### config.mk
export PLATFORM = sky130hd
export DESIGN_NAME = display_scan_ctrl
export DESIGN_NICKNAME = d
export VERILOG_FILES = /design/src/rtl/display_scan_ctrl.sv
export SDC_FILE = /design/constraint.sdc
export NUM_CORES = 1
export LEC_CHECK = 0
export ABC_AREA = 1
export BUFFER_PORTS_ARGS = -buffer_cell sky130_fd_sc_hd__buf_2
export CORE_UTILIZATION = 55
export CTS_BUF_LIST = sky130_fd_sc_hd__clkbuf_16
export CTS_CLUSTER_DIAMETER = 100
export CTS_CLUSTER_SIZE = 20
export DETAILED_ROUTE_END_ITERATION = 6
export HOLD_SLACK_MARGIN = 0.03
export PLACE_DENSITY = 0.78
export SYNTH_ARGS = -nofsm -noshare
export SYNTH_HDL_FRONTEND = slang
export SYNTH_SLANG_ARGS = --single-unit
### constraint.sdc
create_clock -name clk -period 1.9 [get_ports clk]
set_clock_uncertainty 0.15 [all_clocks]
set_input_delay 0.38 -clock clk [delete_from_list [all_inputs] [get_ports clk]]
set_output_delay 0.38 -clock clk [all_outputs]
set_load 0.01 [all_outputs]
### src/rtl/display_scan_ctrl.sv
// Scan controller for a dual seven-segment display: alternates the two switch digits onto a
// shared decoder. Build with SCAN_BLANK_EN defined to add blanking slots around each anode switch.
module display_scan_ctrl #(
  parameter int unsigned REFRESH_DIV  = 20000,
  parameter int unsigned BLANK_CYCLES = 500
) (
  input  logic       clk,
  input  logic       reset,
  input  logic       en,
  input  logic [3:0] sw1_digit,
  input  logic [3:0] sw2_digit,
  output logic       select,
  output logic [3:0] hex_out,
  output logic       blank,
  output logic       slot_tick
);

  localparam int unsigned LEN_MAX = (REFRESH_DIV > BLANK_CYCLES) ? REFRESH_DIV : BLANK_CYCLES;
  localparam int unsigned CNT_W   = (LEN_MAX > 2) ? $clog2(LEN_MAX) : 1;
  localparam logic [CNT_W-1:0] SHOW_LAST = CNT_W'(REFRESH_DIV - 1);

`ifdef SCAN_BLANK_EN
  localparam logic [CNT_W-1:0] BLANK_LAST = CNT_W'(BLANK_CYCLES - 1);

  typedef enum logic [1:0] {BLANK_A, SHOW_1, BLANK_B, SHOW_2} state_t;

  state_t           r_state, w_state_nxt;
  logic [CNT_W-1:0] r_cnt, w_cnt_nxt;
  logic             r_select, w_select_nxt;
  logic [3:0]       r_hex, w_hex_nxt;
  logic             r_blank, w_blank_nxt;
  logic             r_tick, w_tick_nxt;
  logic             w_last;

  always_ff @(posedge clk) begin
    if (!reset) begin
      r_state  <= BLANK_A;
      r_cnt    <= '0;
      r_select <= 1'b1;
      r_hex    <= '0;
      r_blank  <= 1'b1;
      r_tick   <= 1'b0;
    end else begin
      r_state  <= w_state_nxt;
      r_cnt    <= w_cnt_nxt;
      r_select <= w_select_nxt;
      r_hex    <= w_hex_nxt;
      r_blank  <= w_blank_nxt;
      r_tick   <= w_tick_nxt;
    end
  end

  always_comb begin
    w_state_nxt  = r_state;
    w_cnt_nxt    = r_cnt;
    w_select_nxt = r_select;
    w_hex_nxt    = r_hex;
    w_blank_nxt  = r_blank;
    w_tick_nxt   = 1'b0;
    w_last       = (r_state == BLANK_A || r_state == BLANK_B) ? (r_cnt == BLANK_LAST)
                                                              : (r_cnt == SHOW_LAST);
    if (!en) begin
      w_blank_nxt = 1'b1;
    end else begin
      // Re-derived from the state so a resume after a freeze un-blanks a SHOW slot.
      w_blank_nxt = (r_state == BLANK_A || r_state == BLANK_B);
      if (w_last) begin
        w_cnt_nxt = '0;
        unique case (r_state)
          BLANK_A: begin
            w_state_nxt = SHOW_1;
            w_hex_nxt   = sw1_digit;
            w_blank_nxt = 1'b0;
            w_tick_nxt  = 1'b1;
          end
          SHOW_1: begin
            w_state_nxt  = BLANK_B;
            w_select_nxt = 1'b0;
            w_blank_nxt  = 1'b1;
          end
          BLANK_B: begin
            w_state_nxt = SHOW_2;
            w_hex_nxt   = sw2_digit;
            w_blank_nxt = 1'b0;
            w_tick_nxt  = 1'b1;
          end
          SHOW_2: begin
            w_state_nxt  = BLANK_A;
            w_select_nxt = 1'b1;
            w_blank_nxt  = 1'b1;
          end
          default: w_state_nxt = BLANK_A;
        endcase
      end else begin
        w_cnt_nxt = r_cnt + 1'b1;
      end
    end
  end

  assign blank = r_blank;
`else
  typedef enum logic {SHOW_1, SHOW_2} state_t;

  state_t           r_state, w_state_nxt;
  logic [CNT_W-1:0] r_cnt, w_cnt_nxt;
  logic             r_select, w_select_nxt;
  logic [3:0]       r_hex, w_hex_nxt;
  logic             r_tick, w_tick_nxt;

  // Reset parks on the last SHOW_2 count so the first enabled edge enters SHOW_1.
  always_ff @(posedge clk) begin
    if (!reset) begin
      r_state  <= SHOW_2;
      r_cnt    <= SHOW_LAST;
      r_select <= 1'b0;
      r_hex    <= '0;
      r_tick   <= 1'b0;
    end else begin
      r_state  <= w_state_nxt;
      r_cnt    <= w_cnt_nxt;
      r_select <= w_select_nxt;
      r_hex    <= w_hex_nxt;
      r_tick   <= w_tick_nxt;
    end
  end

  always_comb begin
    w_state_nxt  = r_state;
    w_cnt_nxt    = r_cnt;
    w_select_nxt = r_select;
    w_hex_nxt    = r_hex;
    w_tick_nxt   = 1'b0;
    if (en) begin
      if (r_cnt == SHOW_LAST) begin
        w_cnt_nxt  = '0;
        w_tick_nxt = 1'b1;
        unique case (r_state)
          SHOW_1: begin
            w_state_nxt  = SHOW_2;
            w_select_nxt = 1'b0;
            w_hex_nxt    = sw2_digit;
          end
          SHOW_2: begin
            w_state_nxt  = SHOW_1;
            w_select_nxt = 1'b1;
            w_hex_nxt    = sw1_digit;
          end
          default: w_state_nxt = SHOW_1;
        endcase
      end else begin
        w_cnt_nxt = r_cnt + 1'b1;
      end
    end
  end

  assign blank = 1'b0;
`endif

  assign select    = r_select;
  assign hex_out   = r_hex;
  assign slot_tick = r_tick;

endmodule

==> impl_metrics.toml, run 1 <==
[routing]
ant_nets = 0
dr.pass1.iters = 5
wl_per_cell_um = 12.10
vias = 1131
drt_iter0_drc = 47
dr_wl_met3_um = 145
vias_per_cell = 5.285
top_layer_used = "met4"
drc_errors = 0
wl_mm = 2.589
m1WireLength_mm = 1.186
route.met2.wl_mm = 1.242

[grt]
grt_pass1_vias = 942
grt_max_degree = 14
grt_pass1_wl_mm = 4.133
gr-total-overflow = 0
antenna_found_initial = 0
grt_usage_pct = 25.50

[place]
io_buffers = 16
dpl.cell_count = 210
dp_hpwl_mm = 1.844
gp_congestion = 0.8563

[die]
die_w_um = 48.24
ios = 18
fp.coreArea_mm2 = 0.001982
num_rows = 16
start_util_pct = 59.34
die_area_mm2 = 0.002327
die_y_um = 48.24

[clock_network]
insertion_delay_ps = 250
cts_tree = "done"
ctsResizeCount = 0
cts-root-buf = "clkbuf_16"
postCtsHoldBufs = 0
cts_setup_buffers = 0
clock-sinks = 22
cts.path.max_buffers = 2
clk_pin_slew_ps = 60
numCtsBuffers = 3
h-tree-depth = 1

[synthesis]
synth_cell_types = 27
yosysMostFrequentCell = "nand2_1"
synth_top_area_share_pct = 37.45
yosys-top-cells-area = "dfxtp_1 (37%), nand2_1 (9.6%), inv_1 (8.0%)"
yosys-top-cells-count = "nand2_1 (30), inv_1 (25), dfxtp_1 (22)"
synth_top_area_cell = "dfxtp_1"
async_flop_share_pct = 0
yosysSeqAreaShare_pct = 37.45
ys_ff_latch = 22
synth_edf_count = 0
syn_inst = 171
yosysWarnings = 0
synth_flop_cell = "dfxtp_1"
avgSynthCellArea_um2 = 6.878
syn_area_mm2 = 0.001176
syn_nets = 183

[worst_hold_path]
min_from = "reset"
hold_class = "input port to register"
hold_depth = 2
hold_end = "r_cnt[14]"

[outcome]
status = "finished, final reports clean"

[critical_path]
crit_required_ps = 1900
path_delay_family = "simple AND/OR/NAND/NOR gates"
worstPathMaxFanout = 8
cp.arrival_ps = 1730
r2r_setup_slack_ps = 170
critPathMostFrequentCell = "nand3_1"
path_buf_inv = 0
cpPeakStageDelay_ps = 370
critPathSlowestCell = "nor3_4"
reg2reg_to = "r_cnt[14]"
r2r_cells = 6
r2r_start = "r_cnt[0]"
crit_path_cell_trace = "ha_1, nand3_1, nor3_4, nand4_1, nand3_1, nand2_1"
critPathKind = "register to register"
start_kind = "register"
end_kind = "register"

[cells_and_area]
final_util_pct = 67.93
nNetsFinal = 200
fill_cells = 183
area_growth_pct = 14.47
diodes = 0
stdcell_count = 214
drive_above_1_share_pct = 18.18

[sta]
drv_slew = 0
fmaxAchievable_mhz = 578.2
setup_viol = 0
fin_crit_sh_pct = 91.03
rsz0062_at_grt = "false"
final-hold-violation-count = 0
period_needed_ps = 1730
timing.hold.ws_ps = 257.3
fin_setup_tns_ps = 0

[pwr]
power_density_mw_per_mm2 = 1013
p_total_w = 0.001364
leakage_nw = 0.7003
ir_drop_mv = 0.6984

[run]
maxCapViolCount = 0
-- power breakdown --
group | switching (W) | internal (W)
clock | 0.000173 | 0.000281
sequential | 0.0000561 | 0.000513
combinational | 0.000214 | 0.000126
total | 0.000443 | 0.000920
-- how the worst max path moves through the flow --
stage                     startpoint        end  slack [ps]  depth (start not counted)
after floorplan             r_cnt[0]  r_cnt[14]         420                          6
after global placement            en  r_cnt[14]         200                          6
after detailed placement          en  r_cnt[14]         160                          6
after CTS                   r_cnt[0]  r_cnt[14]         190                          6
after global routing        r_cnt[0]  r_cnt[14]          50                          6
final                       r_cnt[0]  r_cnt[14]         170                          6
-- routing by layer --
| layer | track usage (%) | vias to the layer above |
|---|---|---|
| li1 | - | 587 |
| met1 | 34.01 | 499 |
| met2 | 41.60 | 41 |
| met3 | 5.556 | 4 |
| met4 | 6.667 | 0 |
| met5 | 0 | - |
-- cell usage in the layout (no fill, tap or decap), drive strengths merged --
master  synthesis  routed
nand4          11      11
buf             2      17
nand3          16      16
clkbuf          3       3
nor3            6       6
o21ai          12      12
nand2          35      35
ha              1       1
xor2            2       2
inv            27      27
conb            1       1
nor2           18      18
xnor2           1       1
clkinv          2       3
nand3b          1       1
o211ai          2       2
dfxtp          22      22
a21oi           9       9
-- flip-flops by register name, summed over array words and instances (netlist names) --
signal and cells:
r_state 1, slot_tick 1, hex_out 4, r_cnt 15, select 1
-- cell families after synthesis --
group	after synthesis	share of synthesized area (%)
xor+xnor	3	2.234
compound gates	23	10.21
simple gates	87	36.92
other cells	1	0.3188
buf+inv	34	11.81
fa+ha+maj	1	1.064
flops	22	37.45
-- area by class of cell --
cell class | count | area (µm²) | area share [%]
multi-input combinational | 115 | 596.8 | 44.33
sequential | 22 | 440.4 | 32.71
inverter | 29 | 108.9 | 8.085
timing repair buffer | 17 | 87.58 | 6.506
clock buffer | 3 | 75.07 | 5.576
tap | 27 | 33.78 | 2.509
clock inverter | 1 | 3.754 | 0.2788
-- metrics by stage --
step / cell area, µm² / setup slack [ps]
detailed placement: 1267 / 159.2
global placement: 1267 / 198.9
global route: 1346 / 51.60
floorplan: 1176 / 420.3
CTS: 1346 / 189.0
finish: 1346 / 170.5
Note: power is estimated with default switching activity, not from simulation.
==> run 2, diff against run 1 <==
--- a/config.mk
+++ b/config.mk
@@ -5,15 +5,14 @@
 export SDC_FILE = /design/constraint.sdc
 export NUM_CORES = 1
 export LEC_CHECK = 0
-export ABC_AREA = 1
 export BUFFER_PORTS_ARGS = -buffer_cell sky130_fd_sc_hd__buf_2
-export CORE_UTILIZATION = 55
+export CORE_UTILIZATION = 54
 export CTS_BUF_LIST = sky130_fd_sc_hd__clkbuf_16
 export CTS_CLUSTER_DIAMETER = 100
 export CTS_CLUSTER_SIZE = 20
 export DETAILED_ROUTE_END_ITERATION = 6
 export HOLD_SLACK_MARGIN = 0.03
-export PLACE_DENSITY = 0.78
+export PLACE_DENSITY = 0.77
 export SYNTH_ARGS = -nofsm -noshare
 export SYNTH_HDL_FRONTEND = slang
 export SYNTH_SLANG_ARGS = --single-unit
==> run 2 against run 1 <==
Compared with the run above:
- routed wire length decreased by 15%
- first-iteration DRC count down 51%
- combinational power rose by 6.2%
==> impl_metrics.toml, run 2 <==
[outcome]
status = "finished, final reports clean"

[routing]
wl_mm = 2.211
ant_nets = 0
wl_per_cell_um = 14.17
dr.pass1.iters = 4
vias = 860
drt_iter0_drc = 23
vias_per_cell = 5.513
drc_errors = 0

[cells_and_area]
drive_above_1_share_pct = 23.66
fill_cells = 145
final_cell_area_mm2 = 0.001277
final_util_pct = 71.65
largest_register_ff_count = 15
stdcell_count = 156
nNetsFinal = 145
area_growth_pct = 19.28
layout_commonest_cell = "dfxtp_1"
diodes = 0
regMostFlops = "r_cnt"
final_cell_mix = "dfxtp_1 (22), buf_2 (16), xnor2_1 (11)"

[sta]
fin_setup_tns_ps = 0
fin_crit_sh_pct = 93.84
setup_viol = 0
final-hold-violation-count = 0
period_needed_ps = 1783
rsz0062_at_grt = "false"
drv_slew = 0
fmaxAchievable_mhz = 560.9
worst_slack_ps = 117.1

[die]
die_w_um = 46.54
fp.coreArea_mm2 = 0.001783
ios = 18
die_area_mm2 = 0.002166
num_rows = 15
start_util_pct = 60.07
die_y_um = 46.54

[synthesis]
synth_edf_count = 0
avgSynthCellArea_um2 = 9.649
syn_area_mm2 = 0.001071
yosysWarnings = 0
synth_cell_types = 29
yosys-top-cells-count = "dfxtp_1 (22), xnor2_1 (11), nand3_1 (8), nor2_1 (8), nand2_1 (6)"
yosysSeqAreaShare_pct = 41.12
synth_top_area_cell = "dfxtp_1"
syn_inst = 111
ys_ff_latch = 22
async_flop_share_pct = 0
synth_top_area_share_pct = 41.12
syn_nets = 123
yosys-top-cells-area = "dfxtp_1 (41%), xnor2_1 (9.0%), nand4bb_4 (5.1%)"
synth_flop_cell = "dfxtp_1"
yosysMostFrequentCell = "dfxtp_1"

[clock_network]
cts-root-buf = "clkbuf_16"
h-tree-depth = 1
clock-sinks = 22
clk_pin_slew_ps = 60
cts_setup_buffers = 0
insertion_delay_ps = 250
postCtsHoldBufs = 0
cts_tree = "done"
numCtsBuffers = 3
ctsResizeCount = 0
cts.path.max_buffers = 2

[place]
preCtsSetupSlack_ps = 72.83
placed_cell_area_mm2 = 0.001201
dp_hpwl_mm = 1.588
io_buffers = 16
dpl.cell_count = 153
gp_congestion = 0.7932

[grt]
gr-total-overflow = 0
busiest_layer = "met2"
grt_max_degree = 18
grt_pass1_vias = 771
grtUsageMet2_pct = 38.89
grt_use_met1_pct = 29.12
grt_usage_pct = 23.57
use_met3_pct = 4.706
antenna_found_initial = 0
grt_pass1_wl_mm = 3.456

[critical_path]
worstPathMaxFanout = 4
startpoint = "r_cnt[0]"
r2r_start = "r_cnt[0]"
start_kind = "register"
end_kind = "register"
cp.arrival_ps = 1780
crit_required_ps = 1900
critPathKind = "register to register"

[pwr]
leakage_nw = 0.5716
switching_share_pct = 29.23
ir_drop_mv = 1.084
pwr-share-seq_pct = 43.1
comb_power_share_pct = 26.0
p_sw_w = 0.0004058
p_int_w = 0.0009827
pwr-share-clk_pct = 30.9
power_density_mw_per_mm2 = 1087

[worst_hold_path]
min_from = "reset"
hold_class = "input port to register"

[run]
maxCapViolCount = 0
## run 2: changes by cell type in the layout (fill, tap and decap cells not counted), sizes merged, moves of 4 or more
cell / change
o21ai: -6
mux2i: +5
nand4: -6
inv: -22
o211a: +4
nand3: -8
buf: +5
nor4: +6
nand2: -29
a21oi: -8
nor2: -10
xnor2: +10
## run 2: cell type report
cell class,count,area [µm²],share of cell area (%)
multi-input combinational,79,586.8,45.94
sequential,22,440.4,34.48
timing repair buffer,22,125.1,9.794
clock buffer,3,75.07,5.877
tap,25,31.28,2.449
inverter,5,18.77,1.469
## run 2: final timing paths
path / endpoint / slack, ps / cells after the start
worst min-delay path: r_state / 290 / 2
worst min register to register: hex_out[2] / 350 / 1
worst max register to register: select / 120 / 6
worst max-delay path: select / 120 / 6
## run 2: power groups by stage
stage	registers [W]	logic, W	clock network (W)
2_1_floorplan	0.000594	0.000261	0
3_3_place_gp	0.000600	0.000349	0
3_5_place_dp	0.000604	0.000359	0
4_1_cts	0.000597	0.000364	0.000439
5_1_grt	0.000606	0.000394	0.000454
6_report	0.000598	0.000361	0.000429
## run 2: kinds of logic (layout without fill, tap and decap cells)
logic type,Yosys count,in the layout,share of synthesized area (%)
adders and majority gates,1,1,1.168
muxes,5,5,4.673
DFF,22,22,41.12
other,1,1,0.3501
xor gates and xnor gates,13,13,10.63
and+or+nand+nor,45,45,28.62
buffers and inverters,10,30,4.205
AOI/OAI and AO/OA,14,14,9.229
## run 2: layer usage
metal | wire (µm) | vias up
met5 | 0 | -
met4 | 43 | 0
met3 | 56 | 4
met2 | 1050 | 13
met1 | 1060 | 411
li1 | - | 432
## run 2: stage by stage
| stage | hold WS (ps) | power, W |
|---|---|---|
| finish | 288.7 | 0.001388 |
| global route | 292.1 | 0.001453 |
| CTS | 285.0 | 0.001401 |
| detailed placement | 336.0 | 0.0009627 |
| global placement | 328.1 | 0.0009484 |
| floorplan | 317.8 | 0.0008551 |
## run 2: worst max-delay path, stage by stage, from the launching register on
cell and delay (ps):
dfxtp_1 380, ha_1 280, nand4bb_4 160, nor4_4 290, buf_4 180, mux2i_1 180, nor2b_1 60
==> run 3, diff against run 2 <==
--- a/config.mk
+++ b/config.mk
@@ -12,6 +12,7 @@
 export CTS_CLUSTER_SIZE = 20
 export DETAILED_ROUTE_END_ITERATION = 6
 export HOLD_SLACK_MARGIN = 0.03
+export MAX_ROUTING_LAYER = met4
 export PLACE_DENSITY = 0.77
 export SYNTH_ARGS = -nofsm -noshare
 export SYNTH_HDL_FRONTEND = slang
==> run 3 against run 2 <==
Compared with the run above:
- sequential share of layout area did not move
- utilization did not move
- worst setup slack got worse by 6.8 ps
- largest cell class unchanged
- critical endpoint unchanged
==> impl_metrics.toml, run 3 (same netlist as run 2, synthesis figures left out) <==
[outcome]
status = "finished, final reports clean"

[critical_path]
r2r_cells = 6
end_kind = "register"
path_buf_inv = 1
start_kind = "register"
r2r_setup_slack_ps = 110
reg2reg_to = "select"
crit_path_cell_trace = "ha_1, nand4bb_4, nor4_4, buf_4, mux2i_1, nor2b_1"
cpPeakStageDelay_ps = 380
r2r_start = "r_cnt[0]"
path_delay_family = "simple AND/OR/NAND/NOR gates"
crit_required_ps = 1900
critPathKind = "register to register"
critPathSlowestCell = "dfxtp_1"
worstPathMaxFanout = 4
cp.arrival_ps = 1790

[pwr]
ir_drop_mv = 1.084
switching_share_pct = 29.32
power_density_mw_per_mm2 = 1088
pwr-share-clk_pct = 31.1
comb_power_share_pct = 26.0
p_int_w = 0.0009827
leakage_nw = 0.5716
p_sw_w = 0.0004076
pwr-share-seq_pct = 42.9

[cells_and_area]
final_util_pct = 71.65
layout_commonest_cell = "dfxtp_1"
drive_above_1_share_pct = 23.66
final_cell_area_mm2 = 0.001277
regMostFlops = "r_cnt"
area_growth_pct = 19.28
final_cell_mix = "dfxtp_1 (22), buf_2 (16), xnor2_1 (11)"
largest_register_ff_count = 15
nNetsFinal = 145
diodes = 0

[clock_network]
postCtsHoldBufs = 0
cts_setup_buffers = 0
clock-sinks = 22
cts_tree = "done"
h-tree-depth = 1
cts.path.max_buffers = 2
clk_pin_slew_ps = 60
cts-root-buf = "clkbuf_16"
ctsResizeCount = 0
insertion_delay_ps = 250
numCtsBuffers = 3

[routing]
drc_errors = 0
wl_mm = 2.205
ant_nets = 0
drt_iter0_drc = 19
dr.pass1.iters = 4
vias = 867
vias_per_cell = 5.558
wl_per_cell_um = 14.13

[grt]
gr-total-overflow = 0
grt_pass1_vias = 769
grt_max_degree = 18
antenna_found_initial = 0
grt_pass1_wl_mm = 3.463
grt_usage_pct = 24.25

[place]
gp_congestion = 0.8045
dp_hpwl_mm = 1.588
io_buffers = 16
placed_cell_area_mm2 = 0.001201

[sta]
fin_crit_sh_pct = 94.19
period_needed_ps = 1790
fin_setup_tns_ps = 0
fmaxAchievable_mhz = 558.8
rsz0062_at_grt = "false"
timing.hold.ws_ps = 288.1
setup_viol = 0
final-hold-violation-count = 0
drv_slew = 0

[die]
fp.coreArea_mm2 = 0.001783
start_util_pct = 60.07
die_y_um = 46.54
die_w_um = 46.54
die_area_mm2 = 0.002166
num_rows = 15
ios = 18

[worst_hold_path]
hold_class = "input port to register"
hold_end = "r_state"
min_from = "reset"
hold_depth = 2

[run]
maxCapViolCount = 0
## run 3: cell counts in the layout (fill, tap and decap cells not counted)
No cell type changed its count.
## run 3: through the flow
| step | worst slack [ps] | power, W | instances |
|---|---|---|---|
| 4_1_cts | 33.33 | 0.001401 | 156 |
| 5_1_grt | 4.988 | 0.001453 | 156 |
| 6_report | 110.3 | 0.001390 | 156 |
| 3_5_place_dp | 72.83 | 0.0009627 | 153 |
| 3_3_place_gp | 104.4 | 0.0009484 | 153 |
| 2_1_floorplan | 131.1 | 0.0008551 | 111 |
## run 3: worst max path at each step
stage	start	end	slack, ps	cells after the start
2_1_floorplan	r_cnt[0]	r_cnt[11]	130	6
3_3_place_gp	en	select	100	6
3_5_place_dp	r_cnt[0]	r_cnt[11]	70	5
4_1_cts	r_cnt[0]	r_cnt[11]	30	5
5_1_grt	r_cnt[0]	select	5	6
6_report	r_cnt[0]	select	110	6
## run 3: metal layers
metal / vias up / wire [µm] / share of wire (%) / GRT usage, %
met5: - / 0 / 0 / -
met4: 0 / 40 / 1.8 / 10.59
met3: 4 / 65 / 2.9 / 4.706
met2: 13 / 1061 / 48 / 38.89
met1: 417 / 1038 / 47 / 29.12
li1: 433 / - / - / -
## run 3: final cells by class
| type | count | area (µm²) |
|---|---|---|
| multi-input cells | 79 | 586.8 |
| repair buffers | 22 | 125.1 |
| well taps | 25 | 31.28 |
| inverters | 5 | 18.77 |
| flip-flops and latches | 22 | 440.4 |
| clock buffers | 3 | 75.07 |
| fillers | 145 | 505.5 |
## run 3: power groups by stage
stage | sequential, W | clock, W | combinational, W
floorplan | 0.000594 | 0 | 0.000261
global placement | 0.000600 | 0 | 0.000349
detailed placement | 0.000604 | 0 | 0.000359
CTS | 0.000597 | 0.000439 | 0.000364
global route | 0.000606 | 0.000454 | 0.000394
finish | 0.000597 | 0.000432 | 0.000362
